File: src/rtl/mem_arb_pkg.sv
// ----------------------------------------------------------------------------
// mem_arb_pkg
// Shared definitions for the CPU/host memory arbiter.
//   DEFAULT_AW / DEFAULT_DW : default RAM address and data widths
//   owner_t                 : last grant owner (IDLE=0, CPU=1, HOST=2)
//   rd_owner_t              : owner of an in-flight read (NONE=0, CPU=1, HOST=2)
// ----------------------------------------------------------------------------
package mem_arb_pkg;

    localparam int DEFAULT_AW = 8;
    localparam int DEFAULT_DW = 8;

    typedef enum logic [1:0] {
        OWN_IDLE = 2'd0,
        OWN_CPU  = 2'd1,
        OWN_HOST = 2'd2
    } owner_t;

    typedef enum logic [1:0] {
        RD_NONE = 2'd0,
        RD_CPU  = 2'd1,
        RD_HOST = 2'd2
    } rd_owner_t;

endpackage

File: src/rtl/mem_arb_rdret.sv
// ----------------------------------------------------------------------------
// mem_arb_rdret
// Tracks which port issued the read on the previous edge and steers the
// registered RAM output back to that port only.
// Ports:
//   clk, rst                 : clock, asynchronous active-high reset
//   cpu_rd, host_rd          : read issued to the RAM this cycle (one-hot or 0)
//   ram_q                    : RAM registered read data
//   cpu_rvalid, cpu_rdata    : CPU read return (rdata is 0 when not valid)
//   host_rvalid, host_rdata  : host read return (rdata is 0 when not valid)
// ----------------------------------------------------------------------------
module mem_arb_rdret
    import mem_arb_pkg::*;
#(
    parameter int DW = DEFAULT_DW
) (
    input  logic          clk,
    input  logic          rst,
    input  logic          cpu_rd,
    input  logic          host_rd,
    input  logic [DW-1:0] ram_q,
    output logic          cpu_rvalid,
    output logic [DW-1:0] cpu_rdata,
    output logic          host_rvalid,
    output logic [DW-1:0] host_rdata
);

    rd_owner_t rd_owner;
    rd_owner_t rd_owner_next;

    // The owner of the read issued this cycle; at most one of the inputs is set.
    always_comb begin
        rd_owner_next = RD_NONE;
        if (cpu_rd) begin
            rd_owner_next = RD_CPU;
        end else if (host_rd) begin
            rd_owner_next = RD_HOST;
        end
    end

    // Reset clears the owner, so a read issued just before reset never returns.
    always_ff @(posedge clk or posedge rst) begin
        if (rst) begin
            rd_owner <= RD_NONE;
        end else begin
            rd_owner <= rd_owner_next;
        end
    end

    // Return demux: only the owning port sees the data, the other sees zero.
    always_comb begin
        cpu_rvalid  = 1'b0;
        host_rvalid = 1'b0;
        cpu_rdata   = '0;
        host_rdata  = '0;
        if (rd_owner == RD_CPU) begin
            cpu_rvalid = 1'b1;
            cpu_rdata  = ram_q;
        end else if (rd_owner == RD_HOST) begin
            host_rvalid = 1'b1;
            host_rdata  = ram_q;
        end
    end

endmodule

File: src/rtl/mem_arbiter.sv
// ----------------------------------------------------------------------------
// mem_arbiter
// Shares one single-port RAM between a CPU port and a host (program loader)
// port. Grants are combinational and the access is issued in the same cycle;
// read data comes back one cycle later on the port that issued the read.
//
// Configuration macro MEM_ARB_RR_EN:
//   undefined : fixed priority, the CPU always wins contention.
//   defined   : round-robin; a host holding the grant under contention keeps
//               it for MAX_BURST consecutive grants, then yields one cycle.
//
// Ports:
//   clk, rst                                  : clock, async active-high reset
//   cpu_req/we/addr/wdata                     : CPU request
//   cpu_gnt, cpu_rvalid, cpu_rdata, cpu_stall : CPU grant, read return, halt
//   host_req/we/addr/wdata                    : host request
//   host_gnt, host_rvalid, host_rdata         : host grant, read return
//   ram_addr, ram_data, ram_rden, ram_wren    : RAM command (all 0 when idle)
//   ram_q                                     : RAM registered read data
// ----------------------------------------------------------------------------
module mem_arbiter
    import mem_arb_pkg::*;
#(
    parameter int AW        = DEFAULT_AW,
    parameter int DW        = DEFAULT_DW,
    parameter int MAX_BURST = 4
) (
    input  logic          clk,
    input  logic          rst,
    input  logic          cpu_req,
    input  logic          cpu_we,
    input  logic [AW-1:0] cpu_addr,
    input  logic [DW-1:0] cpu_wdata,
    output logic          cpu_gnt,
    output logic          cpu_rvalid,
    output logic [DW-1:0] cpu_rdata,
    output logic          cpu_stall,
    input  logic          host_req,
    input  logic          host_we,
    input  logic [AW-1:0] host_addr,
    input  logic [DW-1:0] host_wdata,
    output logic          host_gnt,
    output logic          host_rvalid,
    output logic [DW-1:0] host_rdata,
    output logic [AW-1:0] ram_addr,
    output logic [DW-1:0] ram_data,
    output logic          ram_rden,
    output logic          ram_wren,
    input  logic [DW-1:0] ram_q
);

    localparam int             BW        = $clog2(MAX_BURST + 1);
    localparam logic [BW-1:0]  BURST_MAX = BW'(MAX_BURST);

    owner_t        last_owner;
    owner_t        last_owner_next;
    logic [BW-1:0] burst_cnt;
    logic [BW-1:0] burst_cnt_next;
    logic          cpu_win;
    logic          host_win;

    // Arbitration. Without contention the lone requester always wins; under
    // contention the winner depends on the build mode.
    always_comb begin
        cpu_win  = 1'b0;
        host_win = 1'b0;
        if (cpu_req && host_req) begin
`ifdef MEM_ARB_RR_EN
            case (last_owner)
                OWN_CPU:  host_win = 1'b1;
                OWN_HOST: begin
                    if (burst_cnt < BURST_MAX) begin
                        host_win = 1'b1;
                    end else begin
                        cpu_win = 1'b1;
                    end
                end
                default:  cpu_win = 1'b1;
            endcase
`else
            cpu_win = 1'b1;
`endif
        end else begin
            cpu_win  = cpu_req;
            host_win = host_req;
        end
    end

    // Nothing is granted while reset is held, even if requests are present.
    assign cpu_gnt   = cpu_win & ~rst;
    assign host_gnt  = host_win & ~rst;
    assign cpu_stall = cpu_req & ~cpu_gnt & ~rst;

    // RAM command mux; an idle cycle drives all zeros.
    always_comb begin
        ram_addr = '0;
        ram_data = '0;
        ram_rden = 1'b0;
        ram_wren = 1'b0;
        if (cpu_gnt) begin
            ram_addr = cpu_addr;
            ram_data = cpu_wdata;
            ram_rden = ~cpu_we;
            ram_wren = cpu_we;
        end else if (host_gnt) begin
            ram_addr = host_addr;
            ram_data = host_wdata;
            ram_rden = ~host_we;
            ram_wren = host_we;
        end
    end

    // Next arbitration state. burst_cnt counts consecutive host grants made
    // while the CPU was also asking; any other cycle starts the count over.
    always_comb begin
        last_owner_next = OWN_IDLE;
        burst_cnt_next  = '0;
        if (cpu_win) begin
            last_owner_next = OWN_CPU;
        end else if (host_win) begin
            last_owner_next = OWN_HOST;
        end
        if (host_win && cpu_req) begin
            if (last_owner != OWN_HOST) begin
                burst_cnt_next = BW'(1);
            end else if (burst_cnt >= BURST_MAX) begin
                burst_cnt_next = BURST_MAX;
            end else begin
                burst_cnt_next = burst_cnt + BW'(1);
            end
        end
    end

    // Arbitration state register.
    always_ff @(posedge clk or posedge rst) begin
        if (rst) begin
            last_owner <= OWN_IDLE;
            burst_cnt  <= '0;
        end else begin
            last_owner <= last_owner_next;
            burst_cnt  <= burst_cnt_next;
        end
    end

    mem_arb_rdret #(
        .DW (DW)
    ) u_rdret (
        .clk         (clk),
        .rst         (rst),
        .cpu_rd      (cpu_gnt & ~cpu_we),
        .host_rd     (host_gnt & ~host_we),
        .ram_q       (ram_q),
        .cpu_rvalid  (cpu_rvalid),
        .cpu_rdata   (cpu_rdata),
        .host_rvalid (host_rvalid),
        .host_rdata  (host_rdata)
    );

endmodule

File: config.mk
export PLATFORM = sky130hd
export DESIGN_NAME = mem_arbiter
export DESIGN_NICKNAME = d
export VERILOG_FILES = /design/src/rtl/mem_arb_pkg.sv /design/src/rtl/mem_arb_rdret.sv /design/src/rtl/mem_arbiter.sv
export SDC_FILE = /design/constraint.sdc
export NUM_CORES = 1
export LEC_CHECK = 0
export CORE_MARGIN = 2
export CORE_UTILIZATION = 17
export DETAILED_ROUTE_END_ITERATION = 16
export PLACE_DENSITY = 0.74
export SKIP_LAST_GASP = 1
export SYNTH_ARGS = -nofsm -noshare
export SYNTH_HDL_FRONTEND = slang
export SYNTH_SLANG_ARGS = --single-unit
File: constraint.sdc
create_clock -name clk -period 0.9 [get_ports clk]
set_input_delay 0.09 -clock clk [delete_from_list [all_inputs] [get_ports clk]]
set_output_delay 0.09 -clock clk [all_outputs]
set_load 0.05 [all_outputs]
### Yosys cells after proc, flatten, opt, wreduce, memory -nomap -nowiden

Index checks and enable logic that the tools add are counted.
W data, S select, Z words.

* bits in registers: 2
* input bits: 46
* output and inout port bits: 39
* word-level logic and storage cells: 32

* equality and inequality tests: 2
* multiplexer cells: 18
* bitwise gates (word level): 10
* reductions and logical operators: 1

Operators with widths (number)
* $mux W8: 7
* $mux W1: 9
* $and A1 B1 Y1: 6
* $mux W2: 2
* $not A1 Y1: 4
* $eq A2 B1 Y1 const B: 1
* $eq A2 B2 Y1 const B: 1
* $logic_and A1 B1 Y1: 1

### Depth between registers and ports, before layout

Gate-level depths: netlist of run 1.

* depth in word-level cells: 6
* gate-level depth with buffers: 4
* mapped depth without buffers: 2

### By module

Synthesis of run 1 repeated with hierarchy kept, for this count alone.

* cell total of the unflattened synthesis: 56
* area total of the unflattened synthesis: 501.7 um^2

By module, submodules not included
* mem_arbiter: instances 1, cells an instance 32, area an instance 274.0 um^2, seq. area each 0.0 um^2
* mem_arb_rdret: instances 1, cells an instance 24, area an instance 227.7 um^2, seq. area each 50.0 um^2

### Worst setup path after synthesis of run 1

No wires, ideal clock.

* kind: register to output
* start: reg u_rdret.rd_owner[1]
* end: out cpu_rdata[0]
* arrival: 1533 ps
* data required time: 810 ps
* setup slack: -723 ps
* cell stages (with the launch flop): 4
* path buffers: 1
* path through: dfrtp_1 > nor2b_1 > clkbuf_1 > and2_1

* word-level cells in the longest chain between the ends: 2

Ends and longest elaborated chain
* start, declared: line mem_arb_rdret.sv:28 `rd_owner_t rd_owner;`
* start signal, assigned: line mem_arb_rdret.sv:46 `rd_owner <= rd_owner_next;`
* $eq A2 B1 Y1: line mem_arb_rdret.sv:56 `if (rd_owner == RD_CPU) begin`
* $mux W8: line mem_arb_rdret.sv:56
* end, declared: line mem_arbiter.sv:36 `output logic [DW-1:0] cpu_rdata,`

No other way between the ends.

### Final worst setup path of run 1

* start: reg u_rdret.rd_owner[1]
* end: out host_rdata[1]

* word-level cells in the longest chain between the ends: 3
* elaborated cells between the ends (all ways): 4
* classes of those cells: 2 x eq/ne; 2 x mux

Ends and longest elaborated chain
* $eq A2 B2 Y1: line mem_arb_rdret.sv:59 `end else if (rd_owner == RD_HOST) begin`
* $mux W8: line mem_arb_rdret.sv:59
* $mux W8 *: line mem_arb_rdret.sv:56
* end, declared: line mem_arbiter.sv:44 `output logic [DW-1:0] host_rdata,`

Mark *: on every way between the ends. The rest lies on a longest branch, timed or not.

==> results of run 1 <==
## metal layers
metal  vias to the layer above  wire length [um]  track usage  share of wire
met5                         -                 0            0              0
met4                         0                46       0.0650          0.014
met3                         4               443       0.0591           0.14
met2                        71              1560        0.365           0.49
met1                       398              1140        0.243           0.36
li1                        402                 -            -              -
## path summary, 6_finish.rpt
kind                                       end  slack, ns  cells past startpoint
worst max-delay path             host_rdata[1]      -0.40                      3
worst min-delay path       u_rdret.rd_owner[1]       0.03                      2
max in group asynchronous  u_rdret.rd_owner[1]       0.39                      3
min in group asynchronous  u_rdret.rd_owner[0]       0.37                      3
## through the flow
step | TNS [ns] | power, mW | std cells | hold WS (ns)
floorplan | -2.14 | 0.524 | 55 | -0.169
global placement | -20.68 | 1.06 | 167 | 0.468
detailed placement | -22.82 | 1.07 | 167 | 0.490
CTS | -8.83 | 1.33 | 179 | 0.0229
global route | -9.71 | 1.37 | 179 | 0.0381
finish | -8.49 | 1.32 | 179 | 0.0323
## cells in the final DEF, fill, tap and decap left out, drive strengths merged
master	count
and2	17
dlygate4sd2	19
or3b	1
dlygate4sd3	1
nand2b	1
o31ai	1
conb	1
buf	55
a32o	17
nor3	1
dlymetal6s2s	5
inv	2
clkdlybuf4s50	17
nor2b	5
dfrtp	2
clkbuf	3
nor2	1
## cell families after synthesis
kind of cell           Yosys count  share of synthesized area
buffers and inverters           10                      0.138
AOI/OAI and AO/OA               18                      0.400
and+or+nand+nor                 24                      0.341
other                            1                    0.00844
DFF                              2                      0.113
## power by group
part | internal, mW | switching, mW
clock | 0.148 | 0.0620
sequential | 0.0939 | 0.00660
combinational | 0.540 | 0.466
total | 0.782 | 0.535
## repair_timing
| action | CTS | global route |
|---|---|---|
| hold endpoints to repair | 2 | 0 |
| pin swaps | 30 | 25 |
| buffers inserted | 4 | 0 |
| hold buffers | 1 | 0 |
| gates cloned | 4 | 0 |
| endpoints found under the setup margin | 39 | 37 |
| gates resized for setup | 69 | 6 |
## Yosys cell counts
| library cell | number | area share |
|---|---|---|
| or3b_1 | 1 | 0.020 |
| and2_1 | 17 | 0.24 |
| conb_1 | 1 | 0.0084 |
| buf_4 | 2 | 0.034 |
| a32o_1 | 17 | 0.38 |
| nor2_2 | 1 | 0.014 |
| buf_6 | 2 | 0.051 |
| clkbuf_1 | 3 | 0.025 |
| inv_1 | 2 | 0.017 |
| o31ai_1 | 1 | 0.017 |
| buf_2 | 1 | 0.011 |
| nor2b_1 | 3 | 0.042 |
| nor3_1 | 1 | 0.011 |
| nand2b_1 | 1 | 0.014 |
| dfrtp_1 | 2 | 0.11 |
## final cells by class
type | count | share of cell area
timing repair buffer | 97 | 0.693
multi-input combinational | 45 | 0.245
sequential | 2 | 0.0271
tap | 30 | 0.0193
clock buffer | 3 | 0.0116
inverter | 2 | 0.00387
==> metrics, run 1 <==
critical path cell sequence nor2b_4 > and2_4 > buf_12; initial DRC count 7; Placement Setup Slack -0.763 ns; Largest regs u_rdret.rd_owner x2; synthesis-stage register bit count 2; CTS Root Cell clkbuf_4; Via density 4.89; Final Cell Area 1940 um2; final setup fails 37; footprint of the multi-input gates 475 um2; number of global-route vias before repair 888; Buf+Inv Stages, Crit Path 1; via count 875; syn avg cell area 8.08 um2; Diodes inserted 0; CTS H-tree depth 1; initial core utilization 0.179; post-place instance area 1780 um2; CTS Sinks 2; crit end category output port; Crit Path Class reg2out; synthesis warning total 0; Fin. Hold Viols 0; Die X 55.1 um; full die area 3040 um2; CP arrival 1.21 ns; 1st-pass router iterations 4; # DRC 0; crit path time final 1.30 ns; CP required 0.81 ns; Post-Route Utilization 0.784; IO Pins 85; crit-path leading delay family simple AND/OR/NAND/NOR gates; first-pass GRT wire length 4430 um; crit path launch type flop; failing checks negative setup slack; post-synthesis cell area 444 um2; fin worst setup slack -0.405 ns; min-delay src cpu_req; Max Freq 766 MHz; drt wl/cell 17.8 um; Netlist cell types 15; CTS tree done; Cell Pwr Density 678 nW/um2; status finished, violations left; GRT overflow 0; Hold Path Class in2reg; Largest register FFs 2; # port buffers 83; share of layout cells above drive strength 1 0.691; Clock Tree Buf Depth 2; nets 197; Core Region 2480 um2; GP Congestion 0.631; CP max FO 5; FP Rows 18; period utilization 1.45; largest net degree at the start of global routing 19; Biggest register u_rdret.rd_owner; overall routing resource usage 0.208; Clock transition at path regs 0.03 ns; Max Cap Viol 0; HPWL after DPL 2280 um; Post-DRT Antenna Nets 0; Post-Syn Nets 101; Num CTS Buffers 3; gate count after technology mapping 55; VDD IR max 0.554 mV; Critical Path Start u_rdret.rd_owner[1]; fin. max-slew vios 0; Storage cell area 52.6 um2; Slowest-stage cell, CP dfrtp_2; total wire length 3190 um; Die Ht 55.1 um; RSZ-0062 raised after global routing yes; slowest cell delay on critical path 0.42 ns; synthesis-to-finish area growth 337%; sequential element share of the synthesized area 0.113; initial antenna violation count 0; total of fill cells in the finished design 169; Leak Pwr 0.959 nW
Power figures use the tool's default switching activity.
==> inputs of run 2 (changes only) <==
--- a/config.mk
+++ b/config.mk
@@ -5,6 +5,7 @@
 export SDC_FILE = /design/constraint.sdc
 export NUM_CORES = 1
 export LEC_CHECK = 0
+export CORE_ASPECT_RATIO = 1.5
 export CORE_MARGIN = 2
 export CORE_UTILIZATION = 17
 export DETAILED_ROUTE_END_ITERATION = 16
==> metrics, run 2 (synthesis gave the netlist of run 1 again) <==
final setup fails 36 (-2.7%); Die X 45.7 um (-17%); RSZ-0062 raised after global routing yes; Clock Tree Buf Depth 2 (unchanged); Final Cell Area 1920 um2 (-1.2%); CTS H-tree depth 1 (unchanged); Num CTS Buffers 3 (unchanged); total of fill cells in the finished design 162 (-4.1%); IO Pins 85 (unchanged); GRT overflow 0 (unchanged); commonest non-fill, non-tap cell in the layout buf_12; crit end category output port; CTS Sinks 2 (unchanged); Power, Total 1.30 mW (-1.6%); initial core utilization 0.179 (unchanged); Storage cell area 52.6 um2 (unchanged); CTS tree done; Biggest register u_rdret.rd_owner; Via density 5.06 (+3.6%); overall routing resource usage 0.202 (-0.00592); CP required 0.81 ns (about the same); initial DRC count 8 (+1); total wire length 2980 um (-6.7%); share of layout cells above drive strength 1 0.693 (+0.00206); fin. max-slew vios 0 (unchanged); footprint of the multi-input gates 474 um2 (-0.26%); fin worst setup slack -0.380 ns (+0.0248 ns); VDD IR max 0.441 mV (-20%); slowest cell delay on critical path 0.42 ns (about the same); Post-Route Utilization 0.774 (-0.00960); Hold Path Class in2reg; Clock transition at path regs 0.03 ns (about the same); via count 881 (+0.69%); Leak Pwr 0.938 nW (-2.2%); crit path time final 1.28 ns (-0.0248 ns); 1st-pass router iterations 3 (-1); synthesis-to-finish area growth 332%; Placement Setup Slack -0.627 ns (+0.136 ns); initial antenna violation count 0 (unchanged); period utilization 1.42 (-0.0275); placed cell count 161 (-3.6%); Cell Pwr Density 676 nW/um2 (-0.35%); Max Cap Viol 0 (unchanged); nets 198 (+0.51%); CP max FO 5 (unchanged); post-place instance area 1760 um2 (-1.1%); Max Freq 781 MHz (+1.9%); Fin Hold WS 0.135 ns (+0.103 ns); # DRC 0 (unchanged); # port buffers 83 (unchanged); commonest cells after routing, fill and taps aside 39 x buf_12, 32 x dlygate4sd2_1, 17 x a32o_2; status finished, violations left; CP arrival 1.19 ns (-0.02 ns); Largest regs u_rdret.rd_owner x2; fin cells 174 (-2.8%); GP Congestion 0.666 (+5.5%); CTS Root Cell clkbuf_4; Crit Path Class reg2out; Core Region 2480 um2 (unchanged); crit path launch type flop; full die area 3050 um2 (+0.28%); Diodes inserted 0 (unchanged); Largest register FFs 2 (unchanged); HPWL after DPL 2240 um (-2.1%); Post-DRT Antenna Nets 0 (unchanged); Fin. Hold Viols 0 (unchanged); worst setup path end host_rdata[4]; sum of negative setup slack -7.19 ns (+1.30 ns); Slowest-stage cell, CP dfrtp_2; FP Rows 22 (+4); drt wl/cell 17.1 um (-4.0%); number of global-route vias before repair 974 (+9.7%); first-pass GRT wire length 4440 um (+0.16%); Die Ht 66.6 um (+21%); largest net degree at the start of global routing 19 (unchanged); critical path cell sequence nor2b_4 > and2_4 > buf_12; failing checks negative setup slack; Critical Path Start u_rdret.rd_owner[1]
-- run 2: cell types whose count changed in the layout (fill, tap and decap cells not counted), moves of 2 or more --
cell	previous run	this run
buf_4	4	6
clkdlybuf4s50_1	17	8
dlygate4sd2_1	19	32
dlymetal6s2s_1	5	0
-- run 2: layout make-up --
cell class,instances,share of cell area
timing repair buffer,98,0.694
multi-input combinational,45,0.247
sequential,2,0.0274
tap,24,0.0157
clock buffer,3,0.0117
inverter,2,0.00391
-- run 2: worst min-delay path by stage --
stage,startpoint,end,slack (ns),depth (start not counted)
3_5_place_dp,rst,u_rdret.rd_owner[0],0.55,3
5_1_grt,cpu_we,u_rdret.rd_owner[0],0.15,3
2_1_floorplan,rst,u_rdret.rd_owner[0],-0.17,1
6_report,cpu_we,u_rdret.rd_owner[0],0.14,3
3_3_place_gp,rst,u_rdret.rd_owner[1],0.52,3
4_1_cts,cpu_we,u_rdret.rd_owner[0],0.13,3
-- run 2: repair_timing --
action / CTS / global route
gates cloned: 5 / 0
gates resized for setup: 84 / 0
buffers inserted: 4 / 0
pin swaps: 33 / 8
hold endpoints to repair: 2 / 0
hold buffers: 1 / 0
endpoints found under the setup margin: 39 / 36
-- run 2: worst max-delay path, delay by kind of cell, from the launching register on --
kind / cells / cell delay, ns
flip-flops: 1 / 0.42
AND/OR/NAND/NOR: 2 / 0.41
buffers and inverters: 1 / 0.13
-- run 2: layer usage --
metal  global-route usage  share of wire  vias up  wire, um
met5                    0              0        -         0
met3               0.0515           0.12        2       360
met2                0.415           0.57       69      1690
met1                0.174           0.31      407       918
met4               0.0643         0.0030        0         9
li1                     -              -      403         -
-- run 2: power breakdown --
part / switching [mW] / internal, mW
Clock: 0.0546 / 0.147
Combinational: 0.465 / 0.529
Sequential: 0.00627 / 0.0941
